File: src/rtl/pipeline_pkg.sv
// Shared types and constants for the pipeline hazard controller.
package pipeline_pkg;

  localparam int unsigned REG_ADDR_W_DEF = 5;
  localparam int unsigned REG_ZERO       = 0;
  localparam int unsigned LU_CNT_W       = 2;
  localparam int unsigned CTRL_W         = 8;

  typedef enum logic [1:0] {
    HZ_RUN      = 2'd0,
    HZ_LU_STALL = 2'd1,
    HZ_MEM_WAIT = 2'd2
  } hz_state_e;

  // Stage-register control bundle, MSB first.
  typedef struct packed {
    logic pc_en;
    logic ifid_en;
    logic ifid_flush;
    logic idex_en;
    logic idex_flush;
    logic exmem_en;
    logic exmem_flush;
    logic memwb_flush;
  } hz_ctrl_t;

  localparam hz_ctrl_t CTRL_RUN      = CTRL_W'(8'b1101_0100);
  localparam hz_ctrl_t CTRL_LU       = CTRL_W'(8'b0001_1100);
  localparam hz_ctrl_t CTRL_MEM_WAIT = CTRL_W'(8'b0000_0001);
  localparam hz_ctrl_t CTRL_REDIRECT = CTRL_W'(8'b1111_1110);

endpackage

File: src/rtl/load_use_detect.sv
// Combinational load-use hazard term between ID/EX load and IF/ID consumer.
module load_use_detect
  import pipeline_pkg::*;
#(
  parameter int unsigned REG_ADDR_W = REG_ADDR_W_DEF
) (
  input  logic                  idex_memtoreg,
  input  logic [REG_ADDR_W-1:0] idex_rt,
  input  logic [REG_ADDR_W-1:0] ifid_rs,
  input  logic [REG_ADDR_W-1:0] ifid_rt,
  input  logic                  ifid_uses_rt,
  output logic                  lu_c
);

  logic dst_nonzero;
  logic rs_match;
  logic rt_match;

  // r0 is hardwired, so a load targeting it can never create a dependency.
  assign dst_nonzero = (idex_rt != REG_ADDR_W'(REG_ZERO));
  assign rs_match    = (idex_rt == ifid_rs);
  assign rt_match    = ifid_uses_rt & (idex_rt == ifid_rt);
  assign lu_c        = idex_memtoreg & dst_nonzero & (rs_match | rt_match);

endmodule

File: src/rtl/pipeline_hazard_ctrl.sv
// Stall/flush controller for the five-stage pipeline; state advances on the
// falling clock edge so it lines up with the stage registers it steers.
module pipeline_hazard_ctrl
  import pipeline_pkg::*;
#(
  parameter int unsigned REG_ADDR_W       = REG_ADDR_W_DEF,
  parameter int unsigned LOAD_USE_BUBBLES = 1,
  parameter int unsigned CNT_W            = 16
) (
  input  logic                  clk,
  input  logic                  rst,
  input  logic                  idex_memtoreg,
  input  logic [REG_ADDR_W-1:0] idex_rt,
  input  logic [REG_ADDR_W-1:0] ifid_rs,
  input  logic [REG_ADDR_W-1:0] ifid_rt,
  input  logic                  ifid_uses_rt,
  input  logic                  redirect_exmem,
  input  logic                  mem_access_exmem,
  input  logic                  mem_ready,
  output logic                  pc_en,
  output logic                  ifid_en,
  output logic                  ifid_flush,
  output logic                  idex_en,
  output logic                  idex_flush,
  output logic                  exmem_en,
  output logic                  exmem_flush,
  output logic                  memwb_flush,
  output logic [1:0]            ctrl_state,
  output logic [CNT_W-1:0]      stall_cnt
);

  hz_state_e           state_q, state_d;
  logic [LU_CNT_W-1:0] lu_cnt_q, lu_cnt_d;
  logic [CNT_W-1:0]    stall_cnt_q, stall_cnt_d;
  hz_ctrl_t            ctrl;
  logic                lu;
  logic                mw;

  load_use_detect #(
    .REG_ADDR_W (REG_ADDR_W)
  ) u_load_use_detect (
    .idex_memtoreg (idex_memtoreg),
    .idex_rt       (idex_rt),
    .ifid_rs       (ifid_rs),
    .ifid_rt       (ifid_rt),
    .ifid_uses_rt  (ifid_uses_rt),
    .lu_c          (lu)
  );

  assign mw = mem_access_exmem & ~mem_ready;

  // Next-state and output decode; priority is memory wait, redirect, load-use.
  always_comb begin
    state_d  = state_q;
    lu_cnt_d = lu_cnt_q;
    ctrl     = CTRL_RUN;

    if (mw) begin
      // Inputs are held while waiting, so a coincident redirect replays on release.
      ctrl    = CTRL_MEM_WAIT;
      state_d = HZ_MEM_WAIT;
    end else if (redirect_exmem) begin
      ctrl     = CTRL_REDIRECT;
      lu_cnt_d = '0;
      state_d  = HZ_RUN;
    end else begin
      case (state_q)
        HZ_LU_STALL: begin
          ctrl     = CTRL_LU;
          lu_cnt_d = (lu_cnt_q != '0) ? lu_cnt_q - LU_CNT_W'(1) : '0;
          state_d  = (lu_cnt_d == '0) ? HZ_RUN : HZ_LU_STALL;
        end
        default: begin
          // RUN, release from MEM_WAIT, and the unused encoding all decode as RUN.
          state_d = HZ_RUN;
          if (lu) begin
            ctrl = CTRL_LU;
          end
          if ((state_q == HZ_MEM_WAIT) && (lu_cnt_q != '0)) begin
            state_d = HZ_LU_STALL;
          end else if (lu && (LOAD_USE_BUBBLES > 1)) begin
            lu_cnt_d = LU_CNT_W'(LOAD_USE_BUBBLES - 1);
            state_d  = HZ_LU_STALL;
          end
        end
      endcase
    end

    if (!rst) begin
      ctrl = CTRL_RUN;
    end

    stall_cnt_d = stall_cnt_q;
    if (rst && !ctrl.pc_en && (stall_cnt_q != {CNT_W{1'b1}})) begin
      stall_cnt_d = stall_cnt_q + CNT_W'(1);
    end
  end

  always_ff @(negedge clk) begin
    if (!rst) begin
      state_q     <= HZ_RUN;
      lu_cnt_q    <= '0;
      stall_cnt_q <= '0;
    end else begin
      state_q     <= state_d;
      lu_cnt_q    <= lu_cnt_d;
      stall_cnt_q <= stall_cnt_d;
    end
  end

  assign pc_en       = ctrl.pc_en;
  assign ifid_en     = ctrl.ifid_en;
  assign ifid_flush  = ctrl.ifid_flush;
  assign idex_en     = ctrl.idex_en;
  assign idex_flush  = ctrl.idex_flush;
  assign exmem_en    = ctrl.exmem_en;
  assign exmem_flush = ctrl.exmem_flush;
  assign memwb_flush = ctrl.memwb_flush;
  assign ctrl_state  = rst ? 2'(state_q) : 2'(HZ_RUN);
  assign stall_cnt   = stall_cnt_q;

endmodule
File: config.mk
export PLATFORM = sky130hd
export DESIGN_NAME = pipeline_hazard_ctrl
export DESIGN_NICKNAME = d
export VERILOG_FILES = /design/src/rtl/pipeline_pkg.sv /design/src/rtl/load_use_detect.sv /design/src/rtl/pipeline_hazard_ctrl.sv
export SDC_FILE = /design/constraint.sdc
export NUM_CORES = 1
export LEC_CHECK = 0
export ABC_AREA = 1
export BUFFER_PORTS_ARGS = -buffer_cell sky130_fd_sc_hd__buf_4
export CAP_MARGIN = 20
export CELL_PAD_IN_SITES_DETAIL_PLACEMENT = 1
export CELL_PAD_IN_SITES_GLOBAL_PLACEMENT = 2
export CORE_ASPECT_RATIO = 2
export CORE_MARGIN = 3
export CORE_UTILIZATION = 27
export CTS_CLUSTER_SIZE = 20
export DETAILED_ROUTE_END_ITERATION = 16
export MAX_ROUTING_LAYER = met4
export PLACE_DENSITY = 0.9
export SYNTH_ARGS = -nofsm -noshare
export SYNTH_HDL_FRONTEND = slang
export SYNTH_SLANG_ARGS = --single-unit
File: constraint.sdc
create_clock -name clk -period 3.9 [get_ports clk]
set_input_delay 0.195 -clock clk [delete_from_list [all_inputs] [get_ports clk]]
set_output_delay 0.195 -clock clk [all_outputs]
set_load 0.05 [all_outputs]
* Word level (Yosys, flattened, before mapping)
Index checks and enable logic that the tools add are counted.
** Operators by class
- Add/sub/neg operators :: 2
- Equality and inequality tests :: 5
- Multiplexer cells :: 14
- Bitwise operators :: 8
- Reduce and logical (&&, ||, !) cells :: 10
** Operators with widths (number)
- 8-bit 2-to-1 mux :: 5
- 16-bit by 1-bit adder with 16-bit output (second input constant) :: 1
- 16-bit != test (second input constant) :: 1
- 5-bit equality test :: 2
- 2-bit 2-to-1 mux :: 5
- 5-bit nonzero test :: 1
- 1-bit bitwise AND :: 4
- 1-bit 2-to-1 mux :: 4
- 2-bit nonzero test :: 2
- 1-bit logical AND :: 3
- 1-bit NOT :: 3
- 3-bit OR reduction :: 1
- 2-bit by 1-bit equality test with 1-bit output (second input constant) :: 1
- 2-bit equality test (second input constant) :: 1
- 2-bit zero test :: 1
- 2-bit AND reduction :: 1
- 2-bit by 1-bit subtractor with 2-bit output (second input constant) :: 1
- 1-bit zero test :: 1
- 1-bit bitwise OR :: 1
** Storage, ports and cells
- Register bits :: 20
- Input port bits :: 22
- Output and inout port bits :: 26
- Logic and storage cells :: 43

* Depth between registers and ports, before layout
- Depth in word-level cells :: 12
- Mapped depth :: 14
- Depth with buffers taken out :: 14

* Cells and area by module
Synthesis repeated with hierarchy kept, for this count alone.
** Unflattened totals
- Cell total of the unflattened synthesis :: 259
- Area total of the unflattened synthesis :: 1462.7 µm²
** By module, submodules not included
- pipeline_hazard_ctrl :: instances 1, cells each 207, area each 1256.2 µm², seq. area each 400.4 µm²
- load_use_detect :: instances 1, cells each 52, area each 206.4 µm², seq. area each 0.0 µm²

==> results.txt <==
The library cell contributing the largest single delay on the critical path is sky130_fd_sc_hd__dfxtp_1. 48 I/O pins were placed. Global placement routability congestion: 0.7609. VDD sags by at most 0.1266 mV.

TritonCTS built the clock tree. Setup slack on the critical path of the routed design comes to 0.2466 ns. Setup violations remaining at the end of the flow were counted as 0. Setup repair after global routing left no endpoint under its margin. After synthesis, the cell types taking the most area are sky130_fd_sc_hd__dfxtp_1 28%, sky130_fd_sc_hd__nand2_1 18%, sky130_fd_sc_hd__inv_1 10%, sky130_fd_sc_hd__nand3_1 9.6%, sky130_fd_sc_hd__a21oi_1 6.4%. The x dimension of the die came out at 57.17 um.

The tools report the via count of the first global-routing pass as 1819. The leading area contributor after synthesis was sky130_fd_sc_hd__dfxtp_1. The number of antenna diodes in the final layout is 0.

Clock-pin slew was measured on the worst setup and hold paths at 0.04 ns. The critical path in this run is classified as flip-flop to primary output. For the synthesized area, the log shows 1414 um2. The tree built by TritonCTS fans out to 20 sinks. Before CTS, the worst setup slack after placement is 0.2852 ns. Worst path arrival time: 3.46 ns.

Summed over all cells, the static leakage comes to 1.015 nW. First-pass iteration count of the detailed router: 4. The clock passes through at most 2 buffers. For the remaining global-route overflow, the log shows 0. Most instantiated library cell after synthesis: sky130_fd_sc_hd__nand2_1.

Entering global routing, the biggest net connects 18 pins. Final net count: 321. When the netlist entered floorplanning its net count stood at 255.

Averaged over all synthesized cells, the footprint is 6.094 um2. In this run the remaining antenna-violating nets after routing total 0. For this run, the slowest stage of the critical path takes 0.30 ns. The share of the Yosys chip area taken by registers is 28.32%. Share of power burned in registers: 41.1%.

The classification of the worst-slack hold path was flip-flop to flip-flop. In this run, synthesis inferred 0 flip-flops with an integrated enable. The tools report the H-tree depth as 1. The run gives 49 as the starting DRC count in detailed routing.

Among all flip-flop cells after synthesis, the most frequent one is sky130_fd_sc_hd__dfxtp_1. Clock skew on the completed layout was measured at 0.01421 ns. The floorplan step defined a core boundary enclosing 4955 um2. The routed design has 4470 um of wire. The most prevalent standard cell on the critical path is sky130_fd_sc_hd__inv_1. Clock tree synthesis selected as its root buffer the cell sky130_fd_sc_hd__clkbuf_8. For the number of slew-limit violations in the final report, the log shows 0. The type of element launching the critical path was a flip-flop. The switching part of the total works out to 34.18%.

The number of distinct library cells after synthesis came out at 23. Once detailed placement completed, the half-perimeter wirelength came to 3653 um. The total power divided by cell area is 265.2 nW/um2, and the detail-routed net length per standard cell is 12.66 um.

In the global route stage, overall resource usage came out at 15.77%. The run gives 6194 um2 as the floorplan die area. The routed layout has 1656 vias. Of the cells placed in the final design, the portion with a size suffix greater than 1 is 19.93%.

The effective utilization at floorplan was 28.54%. The number of buffers inserted by hold repair at cts is 0, and the CTS buffer count is 3. The post-synthesis to final-layout area growth is 36.28%, and the post-synthesis cell count is 232. The share of total power dissipated in the clock network is 42.4%.

The clock insertion delay at the later pin of the skew report is 0.33 ns. Sorting the synthesized cells by how often they occur yields 67 x sky130_fd_sc_hd__nand2_1, 38 x sky130_fd_sc_hd__inv_1, 27 x sky130_fd_sc_hd__nand3_1. In this run, synthesis produced a sequential element count of 20. The run finished with clean final reports. Dividing the detail-routed via count by the number of cells gives 4.691.

After detailed routing, the number of remaining DRC violations is 0. Along the worst path, the maximum fanout reaches 5. In the final timing run, aggregate negative setup slack is 0 ns.

In this run the core area contains 36 standard-cell rows. In this design, the largest share of critical-path delay is due to buffers and inverters. The proportion of register bits with asynchronous set or reset after synthesis was 0%; the first-pass GRT wire length was 7562 um. The share of the synthesized area in the top cell type was 28.32%; the cell internal power dissipation was 0.0003364 W.

The tools report the type of destination of the critical path as a primary output. The tools report the logic gate share of total power as 16.5%. STA puts the critical path data required time at 3.70 ns.

Yosys printed 0 warnings. In this run the vertical extent of the chip is 108.3 um. The number of buffers and inverters on the critical path is 5.

The logs give 0 for the number of max-cap violations and 0 for the number of antenna violations at the first check in global routing. For this design the total switching power over the nets is 0.0001747 W. Traced cell by cell, the critical path runs through inv_1 -> nor2_1 -> inv_1 -> nand2_1 -> nand2_1 -> nand2_4 -> buf_4 -> inv_1 -> buf_4. The final number of hold-violating endpoints was 0. The transition time at the pin with the least slew margin works out to 0.3376 ns. The count of buffers added on input and output ports is 47. In this run the tightest slew margin relative to its limit is 76.91%.
## cells by family (layout without fill, tap and decap cells)
kind of cell    after synthesis  in the layout  share of synthesized area [%]
simple gates                128            128                          40.27
compound gates               24             24                          8.761
buf+inv                      46            110                          13.72
flops                        20             20                          28.32
fa+ha+maj                     1              1                         0.8848
xor+xnor                     13             13                          8.053
## final cells by class
cell class                 instances  area [um2]
fill                             695        3028
timing repair buffer              50       375.4
clock buffer                       3       41.29
inverter                          37       138.9
clock inverter                    20       75.07
sequential                        20       400.4
tap                               57       71.32
multi-input combinational        166       824.5
## cell usage in the layout, fill, tap and decap left out, types with 3 or more instances in the layout
| master | n |
|---|---|
| sky130_fd_sc_hd__nand2_1 | 67 |
| sky130_fd_sc_hd__inv_1 | 57 |
| sky130_fd_sc_hd__buf_4 | 50 |
| sky130_fd_sc_hd__nand3_1 | 27 |
| sky130_fd_sc_hd__nor2_1 | 22 |
| sky130_fd_sc_hd__dfxtp_1 | 20 |
| sky130_fd_sc_hd__a21oi_1 | 18 |
| sky130_fd_sc_hd__xor2_1 | 8 |
| sky130_fd_sc_hd__xnor2_1 | 5 |
| sky130_fd_sc_hd__o21ai_0 | 5 |
| sky130_fd_sc_hd__nand2_4 | 3 |
| sky130_fd_sc_hd__nor3_1 | 3 |
| sky130_fd_sc_hd__clkbuf_8 | 3 |
## power by group through the flow
stage	clock network [W]	registers, W	logic (W)
after floorplan	0.0000330	0.000215	0.0000478
after global placement	0.0000330	0.000213	0.0000841
after detailed placement	0.0000330	0.000213	0.0000847
after CTS	0.000230	0.000210	0.0000850
after global routing	0.000247	0.000210	0.0000938
final	0.000217	0.000210	0.0000843
## worst min-delay path: stages, from the launching register on
cell and delay (ns):
sky130_fd_sc_hd__dfxtp_1 0.32, sky130_fd_sc_hd__nand3_1 0.08, sky130_fd_sc_hd__inv_1 0.03
## metrics by stage
stage | hold WS [ns] | total power [W] | instance area, um2 | utilization [%] | cells
6_report | 0.4822 | 0.0005111 | 1927 | 38.89 | 353
5_1_grt | 0.5218 | 0.0005511 | 1927 | 38.89 | 353
4_1_cts | 0.4880 | 0.0005248 | 1914 | 38.64 | 352
3_5_place_dp | 0.4780 | 0.0003307 | 1802 | 36.36 | 330
3_3_place_gp | 0.4711 | 0.0003299 | 1802 | 36.36 | 330
2_1_floorplan | 0.4453 | 0.0002959 | 1414 | - | 232
## metal layers
| metal | up-vias | track usage [%] | wire length (um) |
|---|---|---|---|
| met1 | 753 | 13.22 | 1552 |
| met3 | 4 | 2.389 | 191 |
| met5 | - | - | 0 |
| li1 | 847 | - | - |
| met4 | 0 | 8.789 | 93 |
| met2 | 52 | 31.26 | 2632 |
## state kept, by name, indices dropped and copies added (netlist names)
register and count:
stall_cnt 16, lu_cnt_q 2, state_q 2
## timing repair
action,in CTS,in global routing
buffers inserted,0,1
gates resized for setup,0,1
setup endpoints to repair,0,2
## path summary, 6_finish.rpt
check / start / endpoint / slack (ns) / cells past startpoint
max reg2reg: stall_cnt[0]$_SDFFE_NN0P_ / stall_cnt[5]$_SDFFE_NN0P_ / 1.80 / 9
min reg2reg: lu_cnt_q[1]$_SDFFE_NN0P_ / lu_cnt_q[1]$_SDFFE_NN0P_ / 0.48 / 2
min: lu_cnt_q[1]$_SDFFE_NN0P_ / lu_cnt_q[1]$_SDFFE_NN0P_ / 0.48 / 2
max: state_q[0]$_SDFF_NP0_ / ifid_en / 0.25 / 9
Power figures use the tool's default switching activity.
